[config.mk]
export PLATFORM = sky130hd
export DESIGN_NAME = wb_stage
export DESIGN_NICKNAME = d
export VERILOG_FILES = /design/src/rtl/wb_stage.sv
export SDC_FILE = /design/constraint.sdc
export NUM_CORES = 1
export LEC_CHECK = 0
export ABC_AREA = 1
export CAP_MARGIN = 10
export CORE_MARGIN = 4
export CORE_UTILIZATION = 30
export DETAILED_ROUTE_END_ITERATION = 10
export GPL_ROUTABILITY_DRIVEN = 0
export SLEW_MARGIN = 20
export SYNTH_ARGS = -nofsm -noshare
export SYNTH_HDL_FRONTEND = slang
export SYNTH_SLANG_ARGS = --single-unit
[constraint.sdc]
create_clock -name clk -period 5.5 [get_ports clk]
set_input_delay 1.1 -clock clk [delete_from_list [all_inputs] [get_ports clk]]
set_output_delay 1.1 -clock clk [all_outputs]
set_load 0.01 [all_outputs]
[src/rtl/wb_stage.sv]
// Write-back stage: load-data extension, register-file write and forwarding,
// plus a small commit-trace FIFO that back-pressures the pipe when full.
module wb_stage #(
  parameter int TRACE_DEPTH = 4
) (
  input  logic        clk,
  input  logic        rst,
  input  logic        in_valid,
  output logic        in_ready,
  input  logic [31:0] result,
  input  logic [31:0] result_bypass,
  input  logic [31:0] PC,
  input  logic [7:0]  mem_op,
  input  logic        res_from_mem,
  input  logic        gr_we,
  input  logic [4:0]  dest,
  input  logic [31:0] data_sram_rdata,
  output logic        rf_we,
  output logic [4:0]  rf_waddr,
  output logic [31:0] rf_wdata,
  output logic        fwd_we,
  output logic [4:0]  fwd_dest,
  output logic [31:0] fwd_data,
  output logic        trace_valid,
  input  logic        trace_ready,
  output logic [31:0] trace_pc,
  output logic [3:0]  trace_rf_we,
  output logic [4:0]  trace_rf_wnum,
  output logic [31:0] trace_rf_wdata,
  output logic [63:0] retire_cnt
);

  localparam int PW = $clog2(TRACE_DEPTH);
  localparam int CW = PW + 1;
  localparam logic [CW-1:0] DEPTH_C = CW'(TRACE_DEPTH);

  logic [PW-1:0] rd_ptr_q, rd_ptr_d;
  logic [PW-1:0] wr_ptr_q, wr_ptr_d;
  logic [CW-1:0] count_q, count_d;
  logic          hold_vld_q, hold_vld_d;
  logic [31:0]   rdata_hold_q, rdata_hold_d;
  logic [63:0]   retire_cnt_q, retire_cnt_d;

  logic [31:0] pc_mem    [TRACE_DEPTH];
  logic [3:0]  we_mem    [TRACE_DEPTH];
  logic [4:0]  wnum_mem  [TRACE_DEPTH];
  logic [31:0] wdata_mem [TRACE_DEPTH];

  logic        full;
  logic        pop;
  logic        ready_go;
  logic        commit;
  logic        dest_nz;
  logic [31:0] src;
  logic [1:0]  off;
  logic [7:0]  ld_byte;
  logic [15:0] ld_half;
  logic [31:0] load_data;
  logic [31:0] wdata;

  // Store opcodes and the upper address bits play no part in write-back.
  logic unused_bits;
  assign unused_bits = ^{mem_op[7:5], result_bypass[31:2]};

  assign full        = (count_q == DEPTH_C);
  assign trace_valid = rst & (count_q != '0);
  assign pop         = trace_valid & trace_ready;
  assign ready_go    = ~full | pop;
  assign commit      = rst & in_valid & ready_go;
  assign in_ready    = rst & (~in_valid | ready_go);
  assign dest_nz     = (dest != 5'd0);

  // The SRAM only presents read data in the first WB cycle, so a stalled
  // load must use the copy captured at that point.
  assign src     = hold_vld_q ? rdata_hold_q : data_sram_rdata;
  assign off     = result_bypass[1:0];
  assign ld_byte = src[{off, 3'b000} +: 8];
  assign ld_half = src[{off[1], 4'b0000} +: 16];

  always_comb begin
    load_data = src;
    if (mem_op[0])      load_data = {{24{ld_byte[7]}}, ld_byte};
    else if (mem_op[1]) load_data = {24'd0, ld_byte};
    else if (mem_op[2]) load_data = {{16{ld_half[15]}}, ld_half};
    else if (mem_op[3]) load_data = {16'd0, ld_half};
  end

  assign wdata = res_from_mem ? load_data : result;

  assign rf_we    = commit & gr_we & dest_nz;
  assign rf_waddr = dest;
  assign rf_wdata = wdata;
  assign fwd_we   = rst & in_valid & gr_we & dest_nz;
  assign fwd_dest = dest;
  assign fwd_data = wdata;

  assign trace_pc       = trace_valid ? pc_mem[rd_ptr_q]    : 32'd0;
  assign trace_rf_we    = trace_valid ? we_mem[rd_ptr_q]    : 4'd0;
  assign trace_rf_wnum  = trace_valid ? wnum_mem[rd_ptr_q]  : 5'd0;
  assign trace_rf_wdata = trace_valid ? wdata_mem[rd_ptr_q] : 32'd0;
  assign retire_cnt     = retire_cnt_q;

  always_comb begin
    rd_ptr_d     = rd_ptr_q;
    wr_ptr_d     = wr_ptr_q;
    count_d      = count_q;
    hold_vld_d   = hold_vld_q;
    rdata_hold_d = rdata_hold_q;
    retire_cnt_d = retire_cnt_q;

    if (commit) begin
      wr_ptr_d     = wr_ptr_q + 1'b1;
      retire_cnt_d = retire_cnt_q + 64'd1;
    end
    if (pop) rd_ptr_d = rd_ptr_q + 1'b1;

    case ({commit, pop})
      2'b10:   count_d = count_q + 1'b1;
      2'b01:   count_d = count_q - 1'b1;
      default: count_d = count_q;
    endcase

    if (commit) begin
      hold_vld_d = 1'b0;
    end else if (in_valid & ~ready_go & ~hold_vld_q) begin
      hold_vld_d   = 1'b1;
      rdata_hold_d = data_sram_rdata;
    end
  end

  always_ff @(posedge clk or negedge rst) begin
    if (!rst) begin
      rd_ptr_q     <= '0;
      wr_ptr_q     <= '0;
      count_q      <= '0;
      hold_vld_q   <= 1'b0;
      rdata_hold_q <= 32'd0;
      retire_cnt_q <= 64'd0;
    end else begin
      rd_ptr_q     <= rd_ptr_d;
      wr_ptr_q     <= wr_ptr_d;
      count_q      <= count_d;
      hold_vld_q   <= hold_vld_d;
      rdata_hold_q <= rdata_hold_d;
      retire_cnt_q <= retire_cnt_d;
    end
  end

  // Entry storage needs no reset: head fields are masked by trace_valid.
  always_ff @(posedge clk) begin
    if (commit) begin
      pc_mem[wr_ptr_q]    <= PC;
      we_mem[wr_ptr_q]    <= {4{gr_we}};
      wnum_mem[wr_ptr_q]  <= dest;
      wdata_mem[wr_ptr_q] <= wdata;
    end
  end

endmodule
# Yosys cells after proc, flatten, opt, wreduce, memory -nomap -nowiden
# Memory sizes are Yosys's and may differ from the RTL's.
# Cells that the tools add are included.
[classes] n_addsub=5 mul=0 div=0 n_lt_le_gt_ge=0 eq_ne=3 n_shift=2 n_mux=15 bitwise_logic=18 n_reduce_logical=5
[ops] cell="$mux 32" n=8
[ops] cell="$add 64x1->64 const B" n=1
[ops] cell="$shiftx 32x6->16" n=1
[ops] cell="$shiftx 32x6->8" n=1
[ops] cell="$and 1x1->1" n=11
[ops] cell="$pmux 3 s2" n=1
[ops] cell="$mux 5" n=1
[ops] cell="$not 1->1" n=5
[ops] cell="$reduce_bool 5->1" n=1
[ops] cell="$add 2x1->2 const B" n=2
[ops] cell="$mux 1" n=4
[ops] cell="$mux 4" n=1
[ops] cell="$reduce_bool 2->1" n=2
[ops] cell="$add 3x1->3 const B" n=1
[ops] cell="$eq 3x3->1 const B" n=1
[ops] cell="$reduce_bool 3->1" n=1
[ops] cell="$sub 3x1->3 const B" n=1
[ops] cell="$eq 2x1->1 const B" n=1
[ops] cell="$eq 2x2->1 const B" n=1
[ops] cell="$or 1x1->1" n=2
[ops] cell="$reduce_and 2->1" n=1
[totals] regBits=104 latchBits=0 mem_bits_rw=292 romBits=0 inputBits=147 out_inout_bits=215 n_memories=4
[memory_table] name="pc_mem" depth=4 width=32 read_ports=1 rd_ports_with_merged_regs=0 write_ports=1 line="44" rtl="logic [31:0] pc_mem [TRACE_DEPTH];"
[memory_table] name="wdata_mem" depth=4 width=32 read_ports=1 rd_ports_with_merged_regs=0 write_ports=1 line="47" rtl="logic [31:0] wdata_mem [TRACE_DEPTH];"
[memory_table] name="wnum_mem" depth=4 width=5 read_ports=1 rd_ports_with_merged_regs=0 write_ports=1 line="46" rtl="logic [4:0] wnum_mem [TRACE_DEPTH];"
[memory_table] name="we_mem" depth=4 width=4 read_ports=1 rd_ports_with_merged_regs=0 write_ports=1 line="45" rtl="logic [3:0] we_mem [TRACE_DEPTH];"

# Longest topological paths before layout
[depth] word_depth=9 ltp_mapped=12

# Worst setup path before layout
# OpenSTA, ideal clock, no wires.
[synth_timing] kind="input to register" startpoint="input port trace_ready" endpoint="memory pc_mem[0][0], enable pin" setup_time_ns=0.498 arrival_time_ns=4.643 required_time_ns=5.002 setup_slack_ns=0.359 path_stages=6 path_buffers=2 cell_sequence="nand3_2 -> nand2_1 -> nand2_2 -> buf_6 -> buf_2 -> nor2_1"
[synth_between] elab_chain_len=5
[synth_rtl] item="from (decl)" line="25" rtl="input logic trace_ready,"
[synth_rtl] item="$and 1x1->1" line="67" rtl="assign pop = trace_valid & trace_ready;"
[synth_rtl] item="$or 1x1->1" line="68" rtl="assign ready_go = ~full | pop;"
[synth_rtl] item="$and 1x1->1" line="69" rtl="assign commit = rst & in_valid & ready_go;"
[synth_rtl] item="$mux 1" line="151" rtl="if (commit) begin"
[synth_rtl] item="$mux 1 (implied by the code)" line="152" rtl="pc_mem[wr_ptr_q] <= PC;"
[synth_rtl] item="to (decl)" line="44"
# No other way between the ends.

# Final worst setup path
[layout_timing] startpoint="input port data_sram_rdata[7]" endpoint="output port rf_wdata[8]"
[layout_between] elab_chain_len=4
[layout_rtl] item="from (decl)" line="17" rtl="input logic [31:0] data_sram_rdata,"
[layout_rtl] item="$mux 32" line="75" rtl="assign src = hold_vld_q ? rdata_hold_q : data_sram_rdata;"
[layout_rtl] item="$shiftx 32x6->8" line="77" rtl="assign ld_byte = src[{off, 3'b000} +: 8];"
[layout_rtl] item="$mux 32" line="82" rtl="if (mem_op[0]) load_data = {{24{ld_byte[7]}}, ld_byte};"
[layout_rtl] item="$mux 32" line="88" rtl="assign wdata = res_from_mem ? load_data : result;"
[layout_rtl] item="to (decl)" line="20" rtl="output logic [31:0] rf_wdata,"
# No other way between the ends.

==> results.yml <==
setup_path:
  crit_family: "buffers and inverters"
  crit_slowest_cell: "clkdlybuf4s50_1"
  cp_max_fo: 24
  crit_path_cell_trace: "clkdlybuf4s50_1, inv_1, o21ai_0, o21ai_0, o21ai_1, nand2_2, nand2_1, nand2_1, nand2_1, clkdlybuf4s50_1"
  max_stage_delay_ns: 0.62
  crit_required_ns: 4.40
  cp-end-kind: "primary output"
  crit_type: "input port to primary output"
  startpoint_type: "input port"
  cp_common_cell: "nand2_1"
  crit_buf_inv: 3
  critPathArrivalTime_ns: 3.86
power_and_ir_drop:
  power_frac_comb_pct: 31.6
  ir_drop_mv: 0.2064
  p_leak_nw: 8.907
  pwr-share-clk_pct: 31.0
  netSwitchingFraction_pct: 33.99
  p_per_area_nw_per_um2: 432.6
  switching_power_mw: 3.454
  power_frac_seq_pct: 37.4
  p_total_mw: 10.16
  p_int_mw: 6.707
synthesis:
  synth_edf_count: 280
  synthCells: 1957
  ys.flop_type: "edfxtp_1"
  netlist_top_cells_area: "edfxtp_1 (46%), dfrtp_1 (14%), nand2_1 (8.7%)"
  ys_types: 31
  synth_top_area_share_pct: 46.37
  ys_ff_latch: 384
  synth_common_cells: "nand2_1 (418), nor2_1 (393), edfxtp_1 (280), o21ai_0 (224), inv_1 (119)"
  netlist_area_um2: 18130
  yosysWarningCount: 0
  syn_nets: 2110
  async_reset_ff_share_pct: 27.08
  synth_area_leader_cell: "edfxtp_1"
  yosysSeqAreaShare_pct: 60.73
  synth.most_common_cell: "nand2_1"
  syn_avg_cell_area_um2: 9.265
clock_tree:
  cts_buffers: 45
  cts_root_buffer: "clkbuf_16"
  cts_hold_buf: 0
  post_cts_buffers: 0
  cts_sinks: 384
  clockBufferDepth: 3
  htree_levels: 2
  clk_latency_ns: 0.58
  cts_tree: "done"
  cts_resized: 0
  clkSlewWorstSetupHoldPaths_ns: 0.07
timing:
  finalCritPeriodShare_pct: 90.22
  rsz0062_at_grt: "no"
  fin_skew_ns: 0.01524
  setup_viol: 0
  fin_ws_ns: 0.5377
  min_period_ns: 4.962
  drv_slew: 0
  slew_headroom_pct: 37.15
  hold_viol_final: 0
  fmax_ghz: 0.2015
  worstMarginPinSlew_ns: 0.9394
  setup_tns_ns: 0
  hold_slack_ns: 0.4031
floorplan:
  core_area_um2: 59460
  ioPinCount: 362
  start_util_pct: 30.49
  die-area_um2: 64430
  dieWidth_um: 253.8
  placementRows: 89
  dieHeight_um: 253.8
final_layout:
  nets: 2378
  drive_gt1_share_pct: 5.843
  finalInstanceArea_um2: 23490
  area_growth_pct: 29.56
  num-fill-cells: 5819
routing:
  totalWireLength_um: 55580
  num_vias: 14430
  viasPerCell: 4.753
  first_iter_violations: 857
  drt-pass1-iter-count: 5
  drt_drc_violations_left: 0
  wl_per_cell_um: 18.31
  antenna_left: 0
grt:
  globalRouteMet1Util_pct: 22.05
  grt_pass1_wl_um: 83650
  grt_use_met3_pct: 3.879
  track_usage_pct: 16.73
  grt_pass1_vias: 14210
  grt_busiest_layer: "met2"
  grt_util_met2_pct: 27.67
  grt_max_degree: 89
  grt_overflow: 0
  antenna_found_initial: 4
flow_run:
  maxCapViolations: 0
outcome:
  outcome: "complete, no violations"
placed_design:
  io_buffers: 327
  dp_slack_ns: 0.4661
  dpl.hpwl_um: 38190
  dpl-instance-area_um2: 21900
worst_hold_path:
  holdCritPathClass: "input port to async pin"
layer usage:
metal | share of wire (%) | up-vias
met5 | 0.023 | -
met4 | 2.5 | 2
met3 | 6.6 | 96
met2 | 47 | 427
met1 | 43 | 6920
li1 | - | 6981
power groups by stage:
stage	Clock [mW]	Combinational (mW)	Sequential (mW)
after global routing	3.36	3.58	3.84
after CTS	3.24	3.27	3.81
final	3.15	3.21	3.80
after global placement	0	3.21	3.85
after floorplan	0	1.91	3.75
after detailed placement	0	3.26	3.86
kinds of logic (layout without fill, tap and decap cells):
| family | count (synthesis) | in the layout | share of synthesized area, % |
|---|---|---|---|
| simple gates | 934 | 934 | 20.74 |
| flops | 384 | 384 | 60.73 |
| compound gates | 332 | 332 | 9.385 |
| buf+inv | 259 | 561 | 6.659 |
| xor+xnor | 42 | 42 | 2.029 |
| fa+ha+maj | 6 | 6 | 0.4555 |
| other cells | 0 | 3 | 0 |
metrics by stage:
step                      cells  utilization (%)
after global placement     2951            36.83
after CTS                  3032            39.48
final                      3035            39.50
after detailed placement   2951            36.83
after floorplan            1957                -
after global routing       3033            39.49
cell type report:
cell class                 count  area [um^2]  share of cell area [%]
clock inverter                27        409.1                   1.742
timing repair buffer         357         3496                   14.88
tap                          773        967.2                   4.117
antenna                        3        7.507                 0.03196
sequential                   384        11020                   46.91
clock buffer                  54         1170                   4.980
multi-input combinational   1314         5958                   25.36
inverter                     123        464.2                   1.976
worst paths after layout:
kind | slack [ns] | cells after the start | start | endpoint
min in group clk | 0.48 | 2 | count_q[2] | count_q[2]
worst max register to register | 2.66 | 7 | hold_vld_q | wdata_mem[3][0]
worst max-delay path | 0.54 | 10 | data_sram_rdata[7] | rf_wdata[8]
worst min-delay path | 0.40 | 1 | rst | rdata_hold_q[23]
worst min register to register | 0.48 | 2 | count_q[2] | count_q[2]
max in group asynchronous | 3.50 | 3 | rst | rd_ptr_q[0]
registers in the layout (all words and copies together) (netlist names):
register      cells
wdata_mem       128
pc_mem          128
count_q           3
retire_cnt       64
hold_vld_q        1
wr_ptr_q          2
rdata_hold_q     32
wnum_mem         20
rd_ptr_q          2
we_mem            4
layout by cell type (no fill, tap or decap), types with 15 or more instances in the layout:
cell type / instances
nand2_1: 416
dfrtp_1: 102
nor2_1: 389
o211ai_1: 15
edfxtp_1: 280
inv_1: 119
nand3_1: 59
clkbuf_16: 45
a21oi_1: 87
o21ai_0: 224
buf_4: 31
nand4_1: 17
xor2_1: 28
clkdlybuf4s50_1: 326
Power figures use the tool's default switching activity.
